`src/rtl/bram_tile_pkg.sv`:
```
// rtl/bram_tile_pkg.sv - Shared FSM encoding and width helper for the BRAM tile reader
package bram_tile_pkg;

    typedef enum logic [1:0] {
        ST_IDLE  = 2'd0,
        ST_RUN   = 2'd1,
        ST_DRAIN = 2'd2
    } state_e;

    function automatic int clog2(input int value);
        int result;
        result = 0;
        while ((64'(1) << result) < 64'(value)) begin
            result = result + 1;
        end
        return result;
    endfunction

endpackage

```
`src/rtl/tile_out_fifo.sv`:
```
// rtl/tile_out_fifo.sv - Synchronous first-word-fall-through FIFO with occupancy count
module tile_out_fifo
    import bram_tile_pkg::*;
#(
    parameter int WIDTH      = 10,
    parameter int DEPTH      = 4,
    localparam int CNT_W     = clog2(DEPTH + 1),
    localparam int PTR_W     = (DEPTH > 1) ? clog2(DEPTH) : 1
) (
    input  logic             clk_i,
    input  logic             rst_n_i,
    input  logic             push_i,
    input  logic [WIDTH-1:0] push_data_i,
    input  logic             pop_i,
    output logic [WIDTH-1:0] head_data_o,
    output logic             head_valid_o,
    output logic [CNT_W-1:0] count_o
);

    logic [WIDTH-1:0] mem [DEPTH];
    logic [PTR_W-1:0] wr_ptr_q, wr_ptr_d;
    logic [PTR_W-1:0] rd_ptr_q, rd_ptr_d;
    logic [CNT_W-1:0] count_q, count_d;
    logic             do_pop;

    // The writer only pushes when it holds a credit, so there is no full check here.
    assign do_pop = pop_i && (count_q != '0);

    always_comb begin
        wr_ptr_d = wr_ptr_q;
        rd_ptr_d = rd_ptr_q;
        if (push_i) begin
            wr_ptr_d = (wr_ptr_q == PTR_W'(DEPTH - 1)) ? '0 : wr_ptr_q + PTR_W'(1);
        end
        if (do_pop) begin
            rd_ptr_d = (rd_ptr_q == PTR_W'(DEPTH - 1)) ? '0 : rd_ptr_q + PTR_W'(1);
        end
        count_d = count_q + CNT_W'(push_i) - CNT_W'(do_pop);
    end

    always_ff @(posedge clk_i or negedge rst_n_i) begin
        if (!rst_n_i) begin
            wr_ptr_q <= '0;
            rd_ptr_q <= '0;
            count_q  <= '0;
        end else begin
            wr_ptr_q <= wr_ptr_d;
            rd_ptr_q <= rd_ptr_d;
            count_q  <= count_d;
        end
    end

    always_ff @(posedge clk_i) begin
        if (push_i) begin
            mem[wr_ptr_q] <= push_data_i;
        end
    end

    // Head is forced to zero when empty so no stale entry is ever visible.
    assign head_valid_o = (count_q != '0);
    assign head_data_o  = head_valid_o ? mem[rd_ptr_q] : '0;
    assign count_o      = count_q;

endmodule

```
`src/rtl/bram_tile_reader.sv`:
```
// rtl/bram_tile_reader.sv - Streams a raster-stored frame out of BRAM in tile order
// Optional linear read mode enabled by defining BRAM_TILE_READER_RASTER_EN
module bram_tile_reader
    import bram_tile_pkg::*;
#(
    parameter int RAM_WIDTH   = 8,
    parameter int IMG_WIDTH   = 640,
    parameter int IMG_HEIGHT  = 480,
    parameter int TILE_WIDTH  = 16,
    parameter int TILE_HEIGHT = 16,
    parameter int RAM_DEPTH   = 307200,
    parameter int RD_LAT      = 2,
    parameter int FIFO_DEPTH  = 4,
    localparam int ADDR_W     = clog2(RAM_DEPTH)
) (
    input  logic                 iClk,
    input  logic                 iRst,
    input  logic                 iStart,
`ifdef BRAM_TILE_READER_RASTER_EN
    input  logic                 iRaster,
`endif
    output logic                 oRdEn,
    output logic [ADDR_W-1:0]    oRdAddr,
    input  logic [RAM_WIDTH-1:0] iRdData,
    output logic [RAM_WIDTH-1:0] oData,
    output logic                 oValid,
    input  logic                 iReady,
    output logic                 oTileFirst,
    output logic                 oLast,
    output logic                 oBusy,
    output logic                 oDone
);

    localparam int NUM_TX = IMG_WIDTH / TILE_WIDTH;
    localparam int NUM_TY = IMG_HEIGHT / TILE_HEIGHT;
    localparam int PX_W   = clog2(TILE_WIDTH + 1);
    localparam int PY_W   = clog2(TILE_HEIGHT + 1);
    localparam int TX_W   = clog2(NUM_TX + 1);
    localparam int TY_W   = clog2(NUM_TY + 1);
    localparam int CNT_W  = clog2(FIFO_DEPTH + 1);
    localparam int CRD_W  = clog2(FIFO_DEPTH + RD_LAT + 1) + 1;

    localparam logic [ADDR_W-1:0] ROW_STEP  = ADDR_W'(IMG_WIDTH - TILE_WIDTH + 1);
    localparam logic [ADDR_W-1:0] TILE_STEP = ADDR_W'(TILE_WIDTH);
    localparam logic [ADDR_W-1:0] BAND_STEP = ADDR_W'(TILE_HEIGHT * IMG_WIDTH);
    localparam logic [ADDR_W-1:0] LAST_ADDR = ADDR_W'(RAM_DEPTH - 1);

    state_e              state_q, state_d;
    logic [PX_W-1:0]     px_q, px_d;
    logic [PY_W-1:0]     py_q, py_d;
    logic [TX_W-1:0]     tx_q, tx_d;
    logic [TY_W-1:0]     ty_q, ty_d;
    logic [ADDR_W-1:0]   addr_q, addr_d;
    logic [ADDR_W-1:0]   tile_base_q, tile_base_d;
    logic [ADDR_W-1:0]   row_base_q, row_base_d;
    logic [RD_LAT-1:0]   vld_q, first_q, last_q;
    logic                done_q, done_d;

    logic                start;
    logic                rd_en;
    logic                raster_mode;
    logic                px_end, py_end, tx_end, ty_end;
    logic                issue_first, issue_last;
    logic                can_issue;
    logic                pop;
    logic [CNT_W-1:0]    fifo_count;
    logic [CRD_W-1:0]    inflight;
    logic [CRD_W-1:0]    credit_used;
    logic [RAM_WIDTH+1:0] head_data;
    logic                head_valid;

    assign start = (state_q == ST_IDLE) && iStart;

`ifdef BRAM_TILE_READER_RASTER_EN
    logic raster_q;

    always_ff @(posedge iClk or negedge iRst) begin
        if (!iRst) begin
            raster_q <= 1'b0;
        end else if (start) begin
            raster_q <= iRaster;
        end
    end

    assign raster_mode = raster_q;
`else
    assign raster_mode = 1'b0;
`endif

    assign px_end = (px_q == PX_W'(TILE_WIDTH - 1));
    assign py_end = (py_q == PY_W'(TILE_HEIGHT - 1));
    assign tx_end = (tx_q == TX_W'(NUM_TX - 1));
    assign ty_end = (ty_q == TY_W'(NUM_TY - 1));

    assign issue_first = raster_mode ? (addr_q == '0) : (px_q == '0 && py_q == '0);
    assign issue_last  = raster_mode ? (addr_q == LAST_ADDR) : (px_end && py_end && tx_end && ty_end);

    // Credits: every read in flight or parked in the FIFO holds one slot; a pop this cycle frees one.
    always_comb begin
        inflight = '0;
        for (int i = 0; i < RD_LAT; i++) begin
            inflight = inflight + CRD_W'(vld_q[i]);
        end
    end

    assign pop         = head_valid && iReady;
    assign credit_used = CRD_W'(fifo_count) + inflight - CRD_W'(pop);
    assign can_issue   = (credit_used < CRD_W'(FIFO_DEPTH));

    always_comb begin
        state_d = state_q;
        rd_en   = 1'b0;
        done_d  = 1'b0;
        unique case (state_q)
            ST_IDLE: begin
                if (iStart) begin
                    state_d = ST_RUN;
                end
            end
            ST_RUN: begin
                if (can_issue) begin
                    rd_en = 1'b1;
                    if (issue_last) begin
                        state_d = ST_DRAIN;
                    end
                end
            end
            ST_DRAIN: begin
                if (pop && head_data[0]) begin
                    state_d = ST_IDLE;
                    done_d  = 1'b1;
                end
            end
            default: begin
                state_d = ST_IDLE;
            end
        endcase
    end

    // Incremental address walk: tile_base is the current tile origin, row_base the current tile band.
    always_comb begin
        px_d        = px_q;
        py_d        = py_q;
        tx_d        = tx_q;
        ty_d        = ty_q;
        addr_d      = addr_q;
        tile_base_d = tile_base_q;
        row_base_d  = row_base_q;
        if (start) begin
            px_d        = '0;
            py_d        = '0;
            tx_d        = '0;
            ty_d        = '0;
            addr_d      = '0;
            tile_base_d = '0;
            row_base_d  = '0;
        end else if (rd_en) begin
            if (raster_mode) begin
                addr_d = addr_q + ADDR_W'(1);
            end else if (!px_end) begin
                px_d   = px_q + PX_W'(1);
                addr_d = addr_q + ADDR_W'(1);
            end else begin
                px_d = '0;
                if (!py_end) begin
                    py_d   = py_q + PY_W'(1);
                    addr_d = addr_q + ROW_STEP;
                end else begin
                    py_d = '0;
                    if (!tx_end) begin
                        tx_d        = tx_q + TX_W'(1);
                        tile_base_d = tile_base_q + TILE_STEP;
                        addr_d      = tile_base_q + TILE_STEP;
                    end else begin
                        tx_d        = '0;
                        ty_d        = ty_q + TY_W'(1);
                        row_base_d  = row_base_q + BAND_STEP;
                        tile_base_d = row_base_q + BAND_STEP;
                        addr_d      = row_base_q + BAND_STEP;
                    end
                end
            end
        end
    end

    always_ff @(posedge iClk or negedge iRst) begin
        if (!iRst) begin
            state_q     <= ST_IDLE;
            px_q        <= '0;
            py_q        <= '0;
            tx_q        <= '0;
            ty_q        <= '0;
            addr_q      <= '0;
            tile_base_q <= '0;
            row_base_q  <= '0;
            done_q      <= 1'b0;
        end else begin
            state_q     <= state_d;
            px_q        <= px_d;
            py_q        <= py_d;
            tx_q        <= tx_d;
            ty_q        <= ty_d;
            addr_q      <= addr_d;
            tile_base_q <= tile_base_d;
            row_base_q  <= row_base_d;
            done_q      <= done_d;
        end
    end

    // Flags ride alongside the read so they line up with iRdData RD_LAT cycles later.
    always_ff @(posedge iClk or negedge iRst) begin
        if (!iRst) begin
            vld_q   <= '0;
            first_q <= '0;
            last_q  <= '0;
        end else begin
            vld_q[0]   <= rd_en;
            first_q[0] <= rd_en && issue_first;
            last_q[0]  <= rd_en && issue_last;
            for (int i = 1; i < RD_LAT; i++) begin
                vld_q[i]   <= vld_q[i-1];
                first_q[i] <= first_q[i-1];
                last_q[i]  <= last_q[i-1];
            end
        end
    end

    tile_out_fifo #(
        .WIDTH (RAM_WIDTH + 2),
        .DEPTH (FIFO_DEPTH)
    ) u_fifo (
        .clk_i        (iClk),
        .rst_n_i      (iRst),
        .push_i       (vld_q[RD_LAT-1]),
        .push_data_i  ({iRdData, first_q[RD_LAT-1], last_q[RD_LAT-1]}),
        .pop_i        (pop),
        .head_data_o  (head_data),
        .head_valid_o (head_valid),
        .count_o      (fifo_count)
    );

    assign oRdEn      = rd_en;
    assign oRdAddr    = addr_q;
    assign oData      = head_data[RAM_WIDTH+1:2];
    assign oTileFirst = head_data[1];
    assign oLast      = head_data[0];
    assign oValid     = head_valid;
    assign oBusy      = (state_q != ST_IDLE) || done_q;
    assign oDone      = done_q;

endmodule

```
`config.mk`:
```
export PLATFORM = sky130hd
export DESIGN_NAME = bram_tile_reader
export DESIGN_NICKNAME = d
export VERILOG_FILES = /design/src/rtl/bram_tile_pkg.sv /design/src/rtl/tile_out_fifo.sv /design/src/rtl/bram_tile_reader.sv
export SDC_FILE = /design/constraint.sdc
export NUM_CORES = 1
export LEC_CHECK = 0
export CORE_AREA = 2 2 181 130
export CTS_BUF_LIST = sky130_fd_sc_hd__clkbuf_8
export CTS_CLUSTER_DIAMETER = 200
export CTS_CLUSTER_SIZE = 14
export DETAILED_ROUTE_END_ITERATION = 10
export DIE_AREA = 0 0 183 132
export HOLD_SLACK_MARGIN = 0.15
export PLACE_DENSITY = 0.48
export SYNTH_ARGS = -nofsm -noshare
export SYNTH_HDL_FRONTEND = slang
export SYNTH_HIERARCHICAL = 1
export SYNTH_SLANG_ARGS = --single-unit
export TNS_END_PERCENT = 50
```
`constraint.sdc`:
```
create_clock -name iClk -period 3.5 [get_ports iClk]
set_clock_uncertainty 0.1 [all_clocks]
set_input_delay 0.7 -clock iClk [delete_from_list [all_inputs] [get_ports iClk]]
set_output_delay 0.7 -clock iClk [all_outputs]
set_load 0.01 [all_outputs]
```
==> results of run 1 <==
-- worst max-delay path, cell delays in order, from the launching register on --
cell	delay (ps)
dfrtp_1	380
or3_4	390
and2_4	150
xor2_1	140
ha_1	300
a21oi_2	180
mux2i_2	100
or3_4	400
clkinv_4	70
buf_6	90
-- final timing paths --
| path | to | slack, ps | cells past startpoint |
|---|---|---|---|
| worst max-delay path | oRdEn | 60 | 9 |
| max in group asynchronous | tile_base_q[7]$_DFFE_PN0P_ | 2350 | 2 |
| min in group iClk | first_q[1]$_DFF_PN0_ | 250 | 0 |
| worst min register to register | first_q[1]$_DFF_PN0_ | 250 | 0 |
| worst max register to register | tile_base_q[10]$_DFFE_PN0P_ | 150 | 12 |
| worst min-delay path | tile_base_q[12]$_DFFE_PN0P_ | 200 | 1 |
-- area by class of cell --
class / instances / area share (%)
flip-flops and latches: 123 / 41.3
well taps: 288 / 4.54
inverters: 20 / 1.01
repair buffers: 84 / 9.31
clock buffers: 17 / 2.95
multi-input cells: 463 / 39.5
clock inverters: 15 / 1.42
-- Yosys cell counts (all sizes together), types with 4 or more instances --
| master | instances | area, sq um |
|---|---|---|
| a21oi | 26 | 134 |
| a221oi | 5 | 43.8 |
| a31oi | 5 | 31.3 |
| and2 | 20 | 125 |
| and3 | 9 | 56.3 |
| buf | 9 | 56.3 |
| clkbuf | 24 | 90.1 |
| dfrtp | 83 | 2080 |
| edfxtp | 40 | 1200 |
| ha | 20 | 250 |
| inv | 20 | 80.1 |
| mux4 | 10 | 233 |
| nand2 | 66 | 248 |
| nand2b | 5 | 31.3 |
| nand3 | 35 | 188 |
| nand4 | 10 | 62.6 |
| nor2 | 48 | 183 |
| nor3 | 11 | 55.1 |
| nor4 | 9 | 71.3 |
| o211ai | 5 | 37.5 |
| o21a | 6 | 45.0 |
| o21ai | 50 | 250 |
| o31ai | 10 | 75.1 |
| or3 | 9 | 61.3 |
| or4 | 4 | 30.0 |
| xnor2 | 15 | 131 |
| xor2 | 29 | 254 |
-- power groups by stage --
stage                     Sequential (mW)  Combinational (mW)  Clock (mW)
after CTS                            1.97                2.25        1.18
final                                1.97                2.30        1.13
after global placement               1.98                2.18           0
after floorplan                      1.92                1.40           0
after global routing                 2.00                2.51        1.25
after detailed placement             1.99                2.22           0
-- logic make-up (layout without fill, tap and decap cells) --
| kind of cell | count (synthesis) | after routing | share of synthesized area, % |
|---|---|---|---|
| and+or+nand+nor | 242 | 242 | 19.0 |
| AOI/OAI and AO/OA | 141 | 141 | 13.7 |
| DFF | 123 | 123 | 49.6 |
| buffers and inverters | 53 | 136 | 3.43 |
| xor gates and xnor gates | 44 | 44 | 5.84 |
| adders and majority gates | 21 | 21 | 4.09 |
| muxes | 15 | 15 | 4.32 |
-- layer usage --
metal  routed length, um  vias up  GRT usage, %
met3                 838       12          3.65
met5                   0        -             0
met1                9450     2641          24.0
met2                7490      125          21.0
met4                 167        0          3.78
li1                    -     2474             -
-- what timing repair did --
| action | CTS | global route |
|---|---|---|
| cloned | 0 | 0 |
| hold buffers | 0 | 0 |
| buffers inserted | 1 | 2 |
| endpoints found under the setup margin | 1 | 6 |
| resized for setup | 8 | 5 |
| pin swaps | 4 | 7 |
-- state kept, by name (all words and copies together), names as in the netlist --
name / cells
u_fifo/count_o: 3
ty_q: 5
oDone: 1
tx_q: 6
px_q: 5
first_q: 2
py_q: 5
u_fifo/rd_ptr_q: 2
row_base_q: 8
u_fifo/mem: 40
vld_q: 2
u_fifo/wr_ptr_q: 2
tile_base_q: 19
state_q: 2
last_q: 2
oRdAddr: 19
==> summary.txt, run 1 <==
Critical path
  • Critical Path Sink Type: primary output
  • Worst setup path class: register to primary output
  • CP arrival: 2640 ps
  • Crit. Startpoint: u_fifo/count_o[0]$_DFF_PN0_
  • CP max FO: 2
  • Crit path required time: 2700 ps
  • CP startpoint kind: register
  • Reg2reg start: u_fifo/count_o[0]$_DFF_PN0_

Cells and area
  • ANT cells: 0
  • Final Instance Area: 0.00794 sq mm
  • Share of cells above drive strength 1: 14.0%
  • Util after Layout: 35.6%
  • Final #Nets: 742
  • Fillers: 2239
  • P&R area growth vs syn: 20.3%
  • Area of the multi-input gates: 0.00314 sq mm
  • Commonest cells after routing, fill and taps aside: 83 x dfrtp_1, 66 x nand2_1, 49 x o21ai_0, 47 x nor2_1, 42 x clkdlybuf4s50_1
  • Finished Layout Cells: 1010
  • Register area: 0.00328 sq mm
  • Commonest non-fill, non-tap cell in the layout: dfrtp_1

Power
  • Sequential share of power: 36.5%
  • Total power: 5.39 mW
  • Static leakage: 3.22 nW
  • Internal: 3.33 mW
  • Peak supply drop: 0.000377 V
  • Combinational power share: 42.6%
  • Switch Pwr: 2.06 mW
  • Sw Ratio: 38.2%
  • Cell area power density: 679 mW/mm^2
  • Clock network power share: 21.0%

Placement
  • Cell area after placement: 0.00754 sq mm
  • PortBufs: 44
  • Global placer's final weighted congestion: 0.845
  • Detailed Place HPWL: 12500 um
  • Dpl cells: 975
  • Post-Place Setup Slack: -388 ps

Synth
  • EDFF count, synth: 40
  • Cell Area, Synth: 0.00660 sq mm
  • Syn Nets: 672
  • Top_reg_cell synth: dfrtp_1
  • Ys async rst share: 67.5%
  • Yosys reg bits: 123
  • Yosys cell types: 72
  • Register area share after synthesis: 49.6%
  • Mapped Avg Cell Area: 10.3 sq um
  • Ys Warns: 6
  • Cells after Synth: 639

STA
  • Worst-margin pin slew: 677 ps
  • Final hold slack: 202 ps
  • Fmax: 0.291 GHz
  • Final Max Tran Viols: 0
  • Slew headroom: 54.5%
  • RSZ-0062 raised after global routing: yes
  • Worst setup margin: 60.2 ps
  • Final hold vios: 0
  • Final min period: 3440 ps
  • Setup violations, final: 0
  • Period utilization: 98.3%
  • Setup TNS: 0 ps

CTS
  • CTS H-tree lvls: 4
  • Root buffer cell: clkbuf_8
  • CTS Buffer Depth: 2
  • CTS tree: yes
  • CTS buffer count: 17
  • Clk slew on worst S/H paths: 80 ps
  • Clk sink count: 123
  • Worst skew pair latency: 440 ps

Run
  • Max-Cap Viols: 0

Floorplan
  • Die area: 0.0242 sq mm
  • Die height: 132 um
  • Row count: 46
  • Core Box Area: 0.0223 sq mm
  • Starting Density: 29.6%
  • Die Wd: 183 um
  • Io pins: 45

Routing
  • DR vias: 5252
  • Residual DRC: 0
  • 1st-pass router iterations: 5
  • WL final: 17900 um
  • Final ANT Viol Nets: 0
  • DR vias/cell: 5.20
  • Wire per inst: 17.8 um
  • Initial DRC count: 386

GRT
  • Global-route wire length before repair: 29000 um
  • Global route overflow: 0
  • Largest net degree at the start of global routing: 48
  • Total global-route track usage: 15.4%
  • Initial antenna violation count: 0
  • Vias in the first global route: 5108

Outcome
  • Status: complete, no violations

Min path
  • HP Class: primary input to async pin
(Power assumes the default switching activity.)
==> run 2: changes to the inputs <==
--- a/config.mk
+++ b/config.mk
@@ -12,6 +12,7 @@
 export DETAILED_ROUTE_END_ITERATION = 10
 export DIE_AREA = 0 0 183 132
 export HOLD_SLACK_MARGIN = 0.15
+export MAX_ROUTING_LAYER = met4
 export PLACE_DENSITY = 0.48
 export SYNTH_ARGS = -nofsm -noshare
 export SYNTH_HDL_FRONTEND = slang
==> summary.txt, run 2 (synthesized netlist as in run 1, its figures left out) <==
CTS
  • Clk slew on worst S/H paths: 80 ps (about the same)
  • CTS buffer count: 17 (unchanged)
  • CTS Buffer Depth: 2 (unchanged)
  • CTS H-tree lvls: 4 (unchanged)
  • CTS tree: yes
  • Worst skew pair latency: 440 ps (about the same)
  • Root buffer cell: clkbuf_8
  • Hold Buf Count CTS: 0 (unchanged)
  • Clk sink count: 123 (unchanged)

Cells and area
  • P&R area growth vs syn: 20.3% (unchanged)
  • Finished Layout Cells: 1010 (unchanged)
  • ANT cells: 0 (unchanged)
  • Commonest cells after routing, fill and taps aside: 83 x dfrtp_1, 66 x nand2_1, 49 x o21ai_0, 47 x nor2_1, 42 x clkdlybuf4s50_1
  • Largest register FFs: 40 (unchanged)
  • Most flops, register: u_fifo/mem
  • Final Instance Area: 0.00794 sq mm (unchanged)
  • Share of cells above drive strength 1: 14.0% (unchanged)
  • Final #Nets: 742 (unchanged)
  • Commonest non-fill, non-tap cell in the layout: dfrtp_1

Routing
  • Final ANT Viol Nets: 0 (unchanged)
  • Residual DRC: 0 (unchanged)
  • Initial DRC count: 417 (+8.0%)
  • WL final: 18000 um (about the same)
  • DR vias/cell: 5.18 (-0.32%)
  • 1st-pass router iterations: 5 (unchanged)
  • Wire per inst: 17.8 um (about the same)
  • DR vias: 5235 (-0.32%)

GRT
  • Global route overflow: 0 (unchanged)
  • Largest net degree at the start of global routing: 48 (unchanged)
  • Initial antenna violation count: 0 (unchanged)
  • Vias in the first global route: 5103 (-0.098%)
  • Global-route wire length before repair: 29000 um (about the same)
  • Total global-route track usage: 15.8% (+0.46 points)

Floorplan
  • Die Wd: 183 um (unchanged)
  • Io pins: 45 (unchanged)
  • Die area: 0.0242 sq mm (unchanged)
  • Row count: 46 (unchanged)
  • Die height: 132 um (unchanged)
  • Core Box Area: 0.0223 sq mm (unchanged)
  • Starting Density: 29.6% (unchanged)

Critical path
  • CP startpoint kind: register
  • Worst setup path class: register to primary output
  • Worst r2r path cells: 12 (unchanged)
  • Crit path required time: 2700 ps (about the same)
  • CP max FO: 2 (unchanged)
  • Critical Path Sink Type: primary output
  • CP arrival: 2640 ps (about the same)

Placement
  • Global placer's final weighted congestion: 0.859 (+1.6%)
  • Dpl cells: 975 (unchanged)
  • Detailed Place HPWL: 12500 um (unchanged)
  • Cell area after placement: 0.00754 sq mm (unchanged)
  • PortBufs: 44 (unchanged)

Power
  • Switch Pwr: 2.06 mW (-0.10%)
  • Combinational power share: 42.5% (about the same)
  • Cell area power density: 679 mW/mm^2 (about the same)
  • Internal: 3.33 mW (about the same)
  • Sequential share of power: 36.4% (about the same)
  • Static leakage: 3.22 nW (unchanged)
  • Peak supply drop: 0.000378 V (+0.39%)
  • Clock network power share: 21.0% (about the same)
  • Sw Ratio: 38.2% (about the same)

STA
  • Setup violations, final: 0 (unchanged)
  • Worst-margin pin slew: 711 ps (+33.2 ps)
  • Fmax: 0.291 GHz (about the same)
  • Final hold slack: 202 ps (-0.0730 ps)
  • Final Max Tran Viols: 0 (unchanged)
  • RSZ-0062 raised after global routing: yes
  • Final min period: 3440 ps (+0.372 ps)
  • Period utilization: 98.3% (about the same)
  • Final hold vios: 0 (unchanged)
  • Slew headroom: 52.2% (-2.2 points)

Run
  • Max-Cap Viols: 0 (unchanged)

Outcome
  • Status: complete, no violations

Min path
  • HP Class: primary input to async pin
## run 2: cell counts in the layout (fill, tap and decap cells not counted)
No cell type changed its count.
## run 2: area by class of cell
class / instances / area (sq um)
repair buffers: 84 / 739
multi-input cells: 463 / 3140
clock buffers: 17 / 234
flip-flops and latches: 123 / 3280
well taps: 288 / 360
inverters: 20 / 80.1
clock inverters: 15 / 113
fillers: 2239 / 14400
## run 2: path summary, 6_finish.rpt
path                            slack, ps                        start                          end
max in group asynchronous            2340                         iRst   tile_base_q[7]$_DFFE_PN0P_
worst min-delay path                  200                         iRst  tile_base_q[12]$_DFFE_PN0P_
worst max-delay path                   60  u_fifo/count_o[0]$_DFF_PN0_                        oRdEn
min in group iClk                     250         first_q[0]$_DFF_PN0_         first_q[1]$_DFF_PN0_
worst min register to register        250         first_q[0]$_DFF_PN0_         first_q[1]$_DFF_PN0_
worst max register to register        160  u_fifo/count_o[0]$_DFF_PN0_  tile_base_q[10]$_DFFE_PN0P_
## run 2: through the flow
stage	worst slack (ps)	setup TNS (ps)	power, mW	utilization, %
6_report	59.8	0	5.39	35.6
5_1_grt	-44.3	-44.3	5.75	35.6
3_3_place_gp	-388	-5250	4.16	33.8
2_1_floorplan	23.9	0	3.32	-
3_5_place_dp	-388	-5490	4.21	33.8
4_1_cts	6.39	0	5.39	35.4
## run 2: power groups by stage
stage                     Combinational, mW  Clock, mW  Sequential, mW
after CTS                              2.25       1.18            1.97
after global routing                   2.50       1.25            2.00
after floorplan                        1.40          0            1.92
final                                  2.29       1.13            1.97
after detailed placement               2.22          0            1.99
after global placement                 2.18          0            1.98
## run 2: what timing repair did
item / CTS / global route
pin swaps: 4 / 7
hold endpoints to repair: 0 / 0
cloned: 0 / 0
buffers inserted: 1 / 2
endpoints found under the setup margin: 1 / 6
resized for setup: 8 / 5
## run 2: worst max-delay path, stage by stage (launching register included)
cell and delay, ps:
dfrtp_1 380, or3_4 390, and2_4 150, xor2_1 140, ha_1 300, a21oi_2 180
mux2i_2 100, or3_4 400, clkinv_4 70, buf_6 90
## run 2: layer usage
layer / track usage (%) / part of all wire (%)
met5: - / 0
met4: 3.78 / 0.96
met3: 3.65 / 3.6
met2: 21.0 / 41
met1: 24.0 / 54
==> run 3: changes to the inputs <==
--- a/config.mk
+++ b/config.mk
@@ -5,12 +5,12 @@
 export SDC_FILE = /design/constraint.sdc
 export NUM_CORES = 1
 export LEC_CHECK = 0
-export CORE_AREA = 2 2 181 130
+export CORE_AREA = 2 2 152 154
 export CTS_BUF_LIST = sky130_fd_sc_hd__clkbuf_8
 export CTS_CLUSTER_DIAMETER = 200
 export CTS_CLUSTER_SIZE = 14
 export DETAILED_ROUTE_END_ITERATION = 10
-export DIE_AREA = 0 0 183 132
+export DIE_AREA = 0 0 154 156
 export HOLD_SLACK_MARGIN = 0.15
 export MAX_ROUTING_LAYER = met4
 export PLACE_DENSITY = 0.48
==> summary.txt, run 3 (synthesized netlist as in run 1, its figures left out) <==
Critical path
  • Crit path required time: 2700 ps (about the same)
  • Worst setup path class: register to primary output
  • CP arrival: 2660 ps (+20 ps)
  • CP startpoint kind: register
  • CP max FO: 2 (unchanged)
  • Critical Path Sink Type: primary output

Power
  • Peak supply drop: 0.000416 V (+10%)
  • Static leakage: 3.22 nW (+0.18%)
  • Cell area power density: 697 mW/mm^2 (+2.6%)

STA
  • Final hold vios: 0 (unchanged)
  • Final hold slack: 200 ps (-1.96 ps)
  • Slew headroom: 52.8% (+0.59 points)
  • Fmax: 0.289 GHz (-0.67%)
  • Final min period: 3460 ps (+23.3 ps)
  • Period utilization: 99.0% (+0.67 points)
  • Final Max Tran Viols: 0 (unchanged)
  • Worst-margin pin slew: 708 ps (-2.72 ps)
  • Setup violations, final: 0 (unchanged)
  • RSZ-0062 raised after global routing: yes
  • Setup TNS: 0 ps (unchanged)

Cells and area
  • Fillers: 2239 (unchanged)
  • Most flops, register: u_fifo/mem
  • P&R area growth vs syn: 20.5%
  • Area of the multi-input gates: 0.00312 sq mm (-0.48%)
  • Share of cells above drive strength 1: 13.8% (-0.22 points)
  • Register area: 0.00328 sq mm (about the same)
  • Commonest cells after routing, fill and taps aside: 82 x dfrtp_1, 66 x nand2_1, 49 x o21ai_0, 47 x nor2_1, 42 x clkdlybuf4s50_1
  • ANT cells: 0 (unchanged)
  • Util after Layout: 35.6% (about the same)
  • Largest register FFs: 40 (unchanged)
  • Commonest non-fill, non-tap cell in the layout: dfrtp_1
  • Final #Nets: 739 (-0.40%)

CTS
  • Clk sink count: 123 (unchanged)
  • CTS Buffer Depth: 2 (unchanged)
  • CTS H-tree lvls: 4 (unchanged)
  • CTS buffer count: 17 (unchanged)
  • Root buffer cell: clkbuf_8
  • Worst skew pair latency: 450 ps (about the same)
  • CTS tree: yes
  • Clk slew on worst S/H paths: 80 ps (about the same)

Routing
  • DR vias/cell: 5.25 (+1.2%)
  • WL final: 17700 um (-1.5%)
  • Residual DRC: 0 (unchanged)
  • Wire per inst: 17.6 um (-0.90%)
  • Final ANT Viol Nets: 0 (unchanged)
  • Initial DRC count: 290 (-30%)
  • DR vias: 5266 (+0.59%)
  • 1st-pass router iterations: 5 (unchanged)

Run
  • Max-Cap Viols: 0 (unchanged)

Floorplan
  • Io pins: 45 (unchanged)
  • Die height: 156 um (+18%)
  • Die area: 0.0240 sq mm (-0.55%)
  • Row count: 55 (+20%)
  • Core Box Area: 0.0224 sq mm (+0.15%)
  • Die Wd: 154 um (-16%)
  • Starting Density: 29.5% (-0.045 points)

Placement
  • PortBufs: 44 (unchanged)
  • Detailed Place HPWL: 11900 um (-4.7%)
  • Global placer's final weighted congestion: 0.843 (-1.8%)

GRT
  • Total global-route track usage: 16.0% (+0.17 points)
  • Largest net degree at the start of global routing: 52 (+8.3%)
  • Global-route wire length before repair: 29100 um (+0.33%)
  • Global route overflow: 0 (unchanged)
  • Initial antenna violation count: 0 (unchanged)
  • Vias in the first global route: 5504 (+7.9%)

Min path
  • HP Class: primary input to async pin

Outcome
  • Status: complete, no violations
[run 3: cell types whose count changed in the layout (fill, tap and decap cells not counted), moves of 2 or more]
cell | before | now
clkinvlp_4 | 5 | 1
inv_1 | 22 | 19
inv_6 | 0 | 5
clkinv_2 | 5 | 0
buf_4 | 41 | 37
inv_8 | 0 | 4
clkinv_4 | 2 | 4
[run 3: critical path: stages, from the launching register on]
cell      delay [ps]
dfrtp_1          380
or3_4            380
and2_4           150
xor2_1           140
ha_1             310
a21oi_2          190
mux2i_2          100
or3_4            390
clkinv_4          80
buf_6            100
[run 3: power breakdown]
group	total, mW	switching (mW)	internal [mW]
registers	2.00	0.295	1.70
logic	2.27	1.15	1.12
clock network	1.28	0.685	0.591
[run 3: path summary, 6_finish.rpt]
path | startpoint | to | slack, ps | depth (start not counted)
min reg2reg | first_q[0]$_DFF_PN0_ | first_q[1]$_DFF_PN0_ | 260 | 0
max reg2reg | u_fifo/count_o[1]$_DFF_PN0_ | tile_base_q[10]$_DFFE_PN0P_ | 190 | 12
min | iRst | tile_base_q[17]$_DFFE_PN0P_ | 200 | 1
max in group asynchronous | iRst | u_fifo/rd_ptr_q[0]$_DFFE_PN0P_ | 2340 | 2
min in group iClk | first_q[0]$_DFF_PN0_ | first_q[1]$_DFF_PN0_ | 260 | 0
max | u_fifo/count_o[1]$_DFF_PN0_ | oRdEn | 40 | 9
[run 3: through the flow]
stage	setup WS [ps]	instance area (sq um)	std cells	total power, mW
2_1_floorplan	23.9	6620	639	3.32
3_3_place_gp	-442	7550	971	4.22
3_5_place_dp	-443	7550	971	4.27
4_1_cts	1.35	7950	1003	5.60
5_1_grt	-92.0	7960	1004	5.92
6_report	36.5	7960	1004	5.55
[run 3: final cells by class]
cell class / count / area share, %
Clock buffer: 17 / 2.94
Clock inverter: 15 / 1.97
Inverter: 20 / 1.01
Multi-Input combinational cell: 463 / 39.2
Sequential cell: 123 / 41.2
Tap cell: 285 / 4.48
Timing Repair Buffer: 81 / 9.17
[run 3: timing repair]
item / 4_1_cts / 5_1_grt
setup endpoints to repair: 1 / 4
pin swaps: 5 / 4
buffers inserted: 0 / 1
resized for setup: 8 / 3
hold buffers: 0 / 0
[run 3: per-layer routing]
layer | part of all wire (%) | track usage, % | vias up
met1 | 44 | 19.1 | 2628
met2 | 50 | 26.4 | 137
li1 | - | - | 2474
met5 | 0 | - | -
met3 | 3.9 | 3.61 | 27
met4 | 2.1 | 6.36 | 0
